File: src/rtl/mult_share_arbiter_if.sv
// mult_share_arbiter_if
//   Bundle for the request side and the response side of mult_share_arbiter.
//   Signals:
//     req_valid[NREQ]   per-requester request valid
//     req_a[4*NREQ]     operand A, requester i at [4i+3:4i]
//     req_b[4*NREQ]     operand B, same packing
//     req_ready[NREQ]   one-hot-or-zero accept strobe
//     rsp_valid         response valid
//     rsp_ready         response consumer ready
//     rsp_product[8]    unsigned a*b
//     rsp_id[IDW]       index of the requester that issued the operation
//     busy              an operation is in flight
//     op_count[16]      completed response handshakes, wraps
//   Handshake rule (both channels): a transfer happens on a rising clk edge
//   where valid and ready are both high. A source keeps valid and its payload
//   stable until the transfer; a requester may withdraw valid before it is
//   accepted, in which case nothing is transferred. ready may depend on valid.
//   modport slave is the arbiter side, modport master is the client side.
`timescale 1ns/1ps
interface mult_share_arbiter_if #(
  parameter int NREQ = 4,
  parameter int IDW  = 2
);
  logic [NREQ-1:0]   req_valid;
  logic [4*NREQ-1:0] req_a;
  logic [4*NREQ-1:0] req_b;
  logic [NREQ-1:0]   req_ready;
  logic              rsp_valid;
  logic              rsp_ready;
  logic [7:0]        rsp_product;
  logic [IDW-1:0]    rsp_id;
  logic              busy;
  logic [15:0]       op_count;

  modport slave (
    input  req_valid, req_a, req_b, rsp_ready,
    output req_ready, rsp_valid, rsp_product, rsp_id, busy, op_count
  );

  modport master (
    output req_valid, req_a, req_b, rsp_ready,
    input  req_ready, rsp_valid, rsp_product, rsp_id, busy, op_count
  );
endinterface

File: src/rtl/mult_share_arbiter.sv
// mult_share_arbiter
//   Shares one combinational 4x4 hybrid compressor multiplier between NREQ
//   requesters. A round-robin arbiter picks one requester per cycle; the
//   operands go through an operand register (stage 1), the multiplier, and a
//   product register (stage 2) that drives the tagged response channel.
//   Ports:
//     clk    rising-edge clock
//     rst_n  asynchronous active-low reset
//     bus    mult_share_arbiter_if.slave (request and response channels)
//   Parameters: NREQ (2..8) requesters, IDW = clog2(NREQ) id width.
`timescale 1ns/1ps

// hybrid_compressor_multiplier
//   Unsigned 4x4 -> 8-bit product. The four shifted partial-product rows are
//   reduced per column by a 4:2 compressor (two chained full adders whose
//   first-adder carry feeds the next column's second adder), then the sum and
//   carry vectors are merged by one final adder.
//   Ports: a_i[4], b_i[4] operands; p_o[8] product.
module hybrid_compressor_multiplier (
  input  logic [3:0] a_i,
  input  logic [3:0] b_i,
  output logic [7:0] p_o
);
  logic [7:0] pp [4];
  logic [7:0] sum_v;
  logic [7:0] carry_v;

  for (genvar r = 0; r < 4; r++) begin : g_pp
    assign pp[r] = {4'b0000, a_i & {4{b_i[r]}}} << r;
  end

  always_comb begin
    logic s1;
    logic cin;
    logic cout;
    sum_v   = '0;
    carry_v = '0;
    s1      = 1'b0;
    cout    = 1'b0;
    cin     = 1'b0;
    for (int k = 0; k < 8; k++) begin
      s1         = pp[0][k] ^ pp[1][k] ^ pp[2][k];
      cout       = (pp[0][k] & pp[1][k]) | (pp[0][k] & pp[2][k]) | (pp[1][k] & pp[2][k]);
      sum_v[k]   = s1 ^ pp[3][k] ^ cin;
      carry_v[k] = (s1 & pp[3][k]) | (s1 & cin) | (pp[3][k] & cin);
      // cout does not depend on cin, so this is not a ripple chain.
      cin        = cout;
    end
  end

  // Weight-2^8 terms are dropped; the true product never exceeds 225.
  assign p_o = sum_v + {carry_v[6:0], 1'b0};
endmodule

module mult_share_arbiter #(
  parameter int NREQ = 4,
  parameter int IDW  = 2
) (
  input  logic                 clk,
  input  logic                 rst_n,
  mult_share_arbiter_if.slave  bus
);
  logic [IDW-1:0]  rr_ptr_q, rr_ptr_d;
  logic            s1_valid_q, s1_valid_d;
  logic [3:0]      s1_a_q, s1_a_d;
  logic [3:0]      s1_b_q, s1_b_d;
  logic [IDW-1:0]  s1_id_q, s1_id_d;
  logic            rsp_valid_q, rsp_valid_d;
  logic [7:0]      rsp_product_q, rsp_product_d;
  logic [IDW-1:0]  rsp_id_q, rsp_id_d;
  logic [15:0]     op_count_q, op_count_d;

  logic [NREQ-1:0] grant;
  logic [IDW-1:0]  grant_idx;
  logic            grant_any;
  logic [IDW:0]    cand_sum;
  logic [IDW-1:0]  cand_idx;
  logic            out_free;
  logic            accept;
  logic            take;
  logic [7:0]      mult_p;

  // Round-robin search: first asserted request at or after rr_ptr_q, mod NREQ.
  always_comb begin
    grant     = '0;
    grant_idx = '0;
    grant_any = 1'b0;
    cand_sum  = '0;
    cand_idx  = '0;
    for (int i = 0; i < NREQ; i++) begin
      cand_sum = {1'b0, rr_ptr_q} + (IDW+1)'(i);
      if (cand_sum >= (IDW+1)'(NREQ)) begin
        cand_sum = cand_sum - (IDW+1)'(NREQ);
      end
      cand_idx = cand_sum[IDW-1:0];
      if (!grant_any && bus.req_valid[cand_idx]) begin
        grant_any       = 1'b1;
        grant[cand_idx] = 1'b1;
        grant_idx       = cand_idx;
      end
    end
  end

  // Output register can take new data when empty or being drained this cycle;
  // stage 1 can take new data when empty or when it moves on to stage 2.
  assign out_free = !rsp_valid_q || bus.rsp_ready;
  assign accept   = !s1_valid_q || out_free;
  assign take     = grant_any && accept;

  assign bus.req_ready = rst_n ? (grant & {NREQ{accept}}) : '0;

  hybrid_compressor_multiplier u_mult (
    .a_i (s1_a_q),
    .b_i (s1_b_q),
    .p_o (mult_p)
  );

  always_comb begin
    rr_ptr_d      = rr_ptr_q;
    s1_valid_d    = s1_valid_q;
    s1_a_d        = s1_a_q;
    s1_b_d        = s1_b_q;
    s1_id_d       = s1_id_q;
    rsp_valid_d   = rsp_valid_q;
    rsp_product_d = rsp_product_q;
    rsp_id_d      = rsp_id_q;
    op_count_d    = op_count_q;

    if (take) begin
      rr_ptr_d   = (grant_idx == IDW'(NREQ - 1)) ? '0 : grant_idx + IDW'(1);
      s1_valid_d = 1'b1;
      s1_a_d     = bus.req_a[{grant_idx, 2'b00} +: 4];
      s1_b_d     = bus.req_b[{grant_idx, 2'b00} +: 4];
      s1_id_d    = grant_idx;
    end else if (out_free) begin
      s1_valid_d = 1'b0;
    end

    if (out_free) begin
      rsp_valid_d   = s1_valid_q;
      rsp_product_d = mult_p;
      rsp_id_d      = s1_id_q;
    end

    if (rsp_valid_q && bus.rsp_ready) begin
      op_count_d = op_count_q + 16'd1;
    end
  end

  always_ff @(posedge clk or negedge rst_n) begin
    if (!rst_n) begin
      rr_ptr_q      <= '0;
      s1_valid_q    <= 1'b0;
      s1_a_q        <= '0;
      s1_b_q        <= '0;
      s1_id_q       <= '0;
      rsp_valid_q   <= 1'b0;
      rsp_product_q <= '0;
      rsp_id_q      <= '0;
      op_count_q    <= '0;
    end else begin
      rr_ptr_q      <= rr_ptr_d;
      s1_valid_q    <= s1_valid_d;
      s1_a_q        <= s1_a_d;
      s1_b_q        <= s1_b_d;
      s1_id_q       <= s1_id_d;
      rsp_valid_q   <= rsp_valid_d;
      rsp_product_q <= rsp_product_d;
      rsp_id_q      <= rsp_id_d;
      op_count_q    <= op_count_d;
    end
  end

  assign bus.rsp_valid   = rsp_valid_q;
  assign bus.rsp_product = rsp_product_q;
  assign bus.rsp_id      = rsp_id_q;
  assign bus.busy        = s1_valid_q || rsp_valid_q;
  assign bus.op_count    = op_count_q;
endmodule

File: src/flat_wrapper.sv
// flat-port wrapper written by rule: the top's interface ports become plain ports
module mult_share_arbiter_flat 
#(
  parameter int NREQ = 4,
  parameter int IDW  = 2
)
  (clk, rst_n, bus_req_valid, bus_req_a, bus_req_b, bus_rsp_ready, bus_req_ready, bus_rsp_valid, bus_rsp_product, bus_rsp_id, bus_busy, bus_op_count);
  mult_share_arbiter_if #(.NREQ(NREQ), .IDW(IDW)) bus_i ();
  input  logic clk;
  input  logic rst_n;
  input wire logic [$bits(bus_i.req_valid)-1:0] bus_req_valid;
  input wire logic [$bits(bus_i.req_a)-1:0] bus_req_a;
  input wire logic [$bits(bus_i.req_b)-1:0] bus_req_b;
  input wire logic [$bits(bus_i.rsp_ready)-1:0] bus_rsp_ready;
  output wire logic [$bits(bus_i.req_ready)-1:0] bus_req_ready;
  output wire logic [$bits(bus_i.rsp_valid)-1:0] bus_rsp_valid;
  output wire logic [$bits(bus_i.rsp_product)-1:0] bus_rsp_product;
  output wire logic [$bits(bus_i.rsp_id)-1:0] bus_rsp_id;
  output wire logic [$bits(bus_i.busy)-1:0] bus_busy;
  output wire logic [$bits(bus_i.op_count)-1:0] bus_op_count;
  assign bus_i.req_valid = bus_req_valid;
  assign bus_i.req_a = bus_req_a;
  assign bus_i.req_b = bus_req_b;
  assign bus_i.rsp_ready = bus_rsp_ready;
  assign bus_req_ready = bus_i.req_ready;
  assign bus_rsp_valid = bus_i.rsp_valid;
  assign bus_rsp_product = bus_i.rsp_product;
  assign bus_rsp_id = bus_i.rsp_id;
  assign bus_busy = bus_i.busy;
  assign bus_op_count = bus_i.op_count;
  mult_share_arbiter #(.NREQ(NREQ), .IDW(IDW)) u_core (.clk(clk), .rst_n(rst_n), .bus(bus_i));
endmodule
File: config.mk
export PLATFORM = sky130hd
export DESIGN_NAME = mult_share_arbiter_flat
export DESIGN_NICKNAME = d
export VERILOG_FILES = /design/src/rtl/mult_share_arbiter_if.sv /design/src/rtl/mult_share_arbiter.sv /design/src/flat_wrapper.sv
export SDC_FILE = /design/constraint.sdc
export NUM_CORES = 1
export LEC_CHECK = 0
export CORE_MARGIN = 4
export CORE_UTILIZATION = 50
export DETAILED_ROUTE_END_ITERATION = 7
export DONT_BUFFER_PORTS = 1
export PLACE_DENSITY_LB_ADDON = 0.12
export SETUP_SLACK_MARGIN = 0.02
export SYNTH_ARGS = -nofsm -noshare
export SYNTH_HDL_FRONTEND = slang
export SYNTH_SLANG_ARGS = --single-unit
File: constraint.sdc
create_clock -name clk -period 2.69 [get_ports clk]
set_clock_uncertainty 0.05 [all_clocks]
set_input_delay 0.4035 -clock clk [delete_from_list [all_inputs] [get_ports clk]]
set_output_delay 0.4035 -clock clk [all_outputs]
set_load 0.01 [all_outputs]
==> results.json <==
{
  "portBuffers": 0,
  "arrival_ps": 2300,
  "crit_path_frequent_cell": "nor2_1",
  "cp-end-kind": "output port",
  "drc": 0,
  "period_minus_slack_ps": 2758,
  "placedCellCount": 338,
  "endpoint": "bus_req_ready[0]",
  "path_clk_slew_ps": 90,
  "seqCellArea_mm2": 0.001002,
  "die_h_um": 80.75,
  "initial_core_util_pct": 51.81,
  "syn_area_mm2": 0.002646,
  "grt_pass1_vias": 1832,
  "gp_congestion": 0.8205,
  "hpwl_mm": 4.029,
  "area_growth_pct": 15.32,
  "internal-power_uw": 1998,
  "dieArea_mm2": 0.006521,
  "track_usage_pct": 18.25,
  "outcome": "finished, violations left",
  "detail_route.wl_per_cell_um": 15.82,
  "synth_seq_area_share_pct": 37.83,
  "multi_input_area_mm2": 0.001614,
  "grt_util_met2_pct": 28.39,
  "start_kind": "register",
  "ys_async_sr_fraction_pct": 100.0,
  "p_seq_share_pct": 30.2,
  "whs_ps": 198.8,
  "r2r_cells": 10,
  "combPwrFrac_pct": 58.4,
  "max_cap_viol_count": 0,
  "clk_latency_ps": 300,
  "period_share_pct": 102.5,
  "p_per_area_mw_per_mm2": 1134,
  "rows": 26,
  "routed_via_density": 5.506,
  "die_x_um": 80.75,
  "crit_cells": 8,
  "syn-mean-instance-area_um2": 9.986,
  "violations": "setup timing",
  "synth_flop_cell": "dfrtp_1",
  "cp_max_fo": 5,
  "cts.sinks": 40,
  "cts_tree": "done",
  "wl_mm": 5.662,
  "crit_buf_inv": 2,
  "met3_usage_pct": 5.765,
  "p_sw_uw": 1463,
  "hp-class": "primary input to register",
  "vias": 1971,
  "p_leak_uw": 0.001451,
  "finalSetupViolCount": 4,
  "final_common_cell": "nand2_1",
  "layoutNonFillerInstCount": 358,
  "use_met1_pct": 24.20,
  "pin_count": 71,
  "path_cells": "inv_4 > ha_4 > mux4_2 > buf_6 > a22oi_1 > nor2_1 > a221oi_1 > nor2_1",
  "htreeDepth": 2,
  "grt_max_degree": 41,
  "syn_inst": 265,
  "irDropWorstVdd_uv": 640.9,
  "drv_slew": 0,
  "p_sw_share_pct": 42.28,
  "dr.pass1.iters": 4,
  "nFillCells": 471,
  "critPathKind": "register to output port",
  "slowest_stage": "mux4_2",
  "cts_root_buf": "clkbuf_8",
  "synth_fp_nets": 326,
  "slowest_delay_ps": 580,
  "slew_headroom_pct": 68.98,
  "synth_edf_count": 0,
  "hold_violations": 0,
  "rsz0062_at_grt": "yes",
  "final_cell_mix": "nand2_1 (52), dfrtp_1 (39), mux2i_1 (20)",
  "core_area_mm2": 0.005107,
  "ff2ff_setup_slack_ps": 80,
  "startpoint": "u_core.rr_ptr_q[0]",
  "drt-initial-drc-count": 123,
  "layout-drive-gt1-share_pct": 20.83,
  "required_ps": 2240,
  "clk_path_buf_depth": 2,
  "r2r_start": "u_core.s1_b_q[2]",
  "max_freq_mhz": 362.6,
  "clock_power_share_pct": 11.4,
  "busiest_layer": "met2",
  "yosys_warnings": 0,
  "tightest_slew_ps": 461.1,
  "worstReg2RegEnd": "u_core.bus.rsp_product[7]",
  "synth_cell_types": 44,
  "antennaDiodeCount": 0,
  "cts_buffers": 5,
  "ys_ff_latch": 40,
  "nNetsFinal": 348,
  "grt_pass1_wl_mm": 9.197,
  "antenna_found_initial": 0,
  "fin_ws_ps": -67.56,
  "antenna_left": 0,
  "cp_top_family": "multiplexers",
  "overflow": 0
}
[worst reg2reg max path, delay by kind of cell, from the launching register on]
kind | cells | cell delay, ps
simple gates | 1 | 50
flops | 1 | 380
compound gates | 3 | 390
fa+ha+maj | 4 | 1410
buf+inv | 2 | 170
[state kept, by name, summed over array words and instances, names as in the netlist]
name / count
u_core.bus.rsp_id: 2
u_core.s1_id_q: 2
u_core.s1_b_q: 4
u_core.bus.rsp_product: 8
u_core.s1_a_q: 4
u_core.bus.rsp_valid: 1
u_core.s1_valid_q: 1
u_core.bus.op_count: 16
u_core.rr_ptr_q: 2
[worst min-delay path by stage]
stage,start,endpoint,slack (ps),depth (start not counted)
after global placement,rst_n,u_core.bus.op_count[5],60,0
after detailed placement,rst_n,u_core.bus.op_count[7],60,0
after global routing,bus_req_valid[3],u_core.s1_valid_q,200,2
after floorplan,rst_n,u_core.bus.op_count[0],60,0
after CTS,bus_req_valid[3],u_core.s1_valid_q,190,2
final,bus_req_valid[3],u_core.s1_valid_q,200,2
[routing by layer]
metal / routed length (µm) / vias to the layer above
met5: 0 / -
met4: 63 / 0
met3: 443 / 5
met2: 2635 / 65
met1: 2520 / 932
li1: - / 969
[cell usage after synthesis (2+ instances only)]
master	count	area (µm²)
a22oi_1	4	30.03
fa_1	6	120.1
a21oi_1	5	25.02
nand2_1	57	214.0
and3_1	3	18.77
ha_1	16	200.2
nand2b_1	3	18.77
and3b_1	2	17.52
nand3_1	4	20.02
buf_6	4	45.04
xnor2_1	14	122.6
o21ai_0	4	20.02
inv_1	8	30.03
nand4_1	4	25.02
dfrtp_1	40	1001
o21a_1	2	15.01
a221oi_1	4	35.03
mux2i_1	20	200.2
a21o_1	4	30.03
nor2_1	17	63.81
xor2_1	4	35.03
o221ai_1	8	70.07
and2_1	9	56.30
clkbuf_1	3	11.26
[repair_timing]
item	4_1_cts	5_1_grt
buffers inserted	5	5
hold endpoints to repair	40	0
pin swaps	10	13
endpoints found under the setup margin	6	7
resized for setup	5	24
hold buffers	2	0
[through the flow]
| step | utilization [%] | power [µW] | setup TNS (ps) | cell area (µm²) | setup WS [ps] |
|---|---|---|---|---|---|
| floorplan | - | 2384 | 0 | 2650 | 24.77 |
| global placement | 53.97 | 2709 | 0 | 2756 | 13.34 |
| detailed placement | 53.97 | 2733 | -21.61 | 2756 | -21.61 |
| CTS | 57.28 | 3248 | -98.69 | 2925 | -54.68 |
| global route | 59.75 | 3786 | -649.8 | 3052 | -154.2 |
| finish | 59.75 | 3461 | -179.5 | 3052 | -67.56 |
[power by group through the flow]
stage	clock [µW]	combinational, µW	sequential [µW]
floorplan	0	1360	1020
global route	426	2280	1080
global placement	0	1670	1040
finish	394	2020	1050
CTS	403	1810	1030
detailed placement	0	1680	1050
[logic make-up (layout without fill, tap and decap cells)]
family | Yosys count | in the layout | synth area share (%)
simple gates | 106 | 106 | 18.35
flops | 40 | 40 | 37.83
compound gates | 38 | 38 | 11.44
mux | 23 | 23 | 9.835
fa+ha+maj | 22 | 22 | 12.10
xor+xnor | 18 | 18 | 5.957
buf+inv | 18 | 41 | 4.492
[area by class of cell]
class                   instances  area share [%]
inverters                       8           1.066
multi-input cells             207           52.89
repair buffers                 25           7.667
clock inverters                 1          0.1640
well taps                      70           2.870
clock buffers                   7           2.501
flip-flops and latches         40           32.84
(Power assumes the default switching activity.)
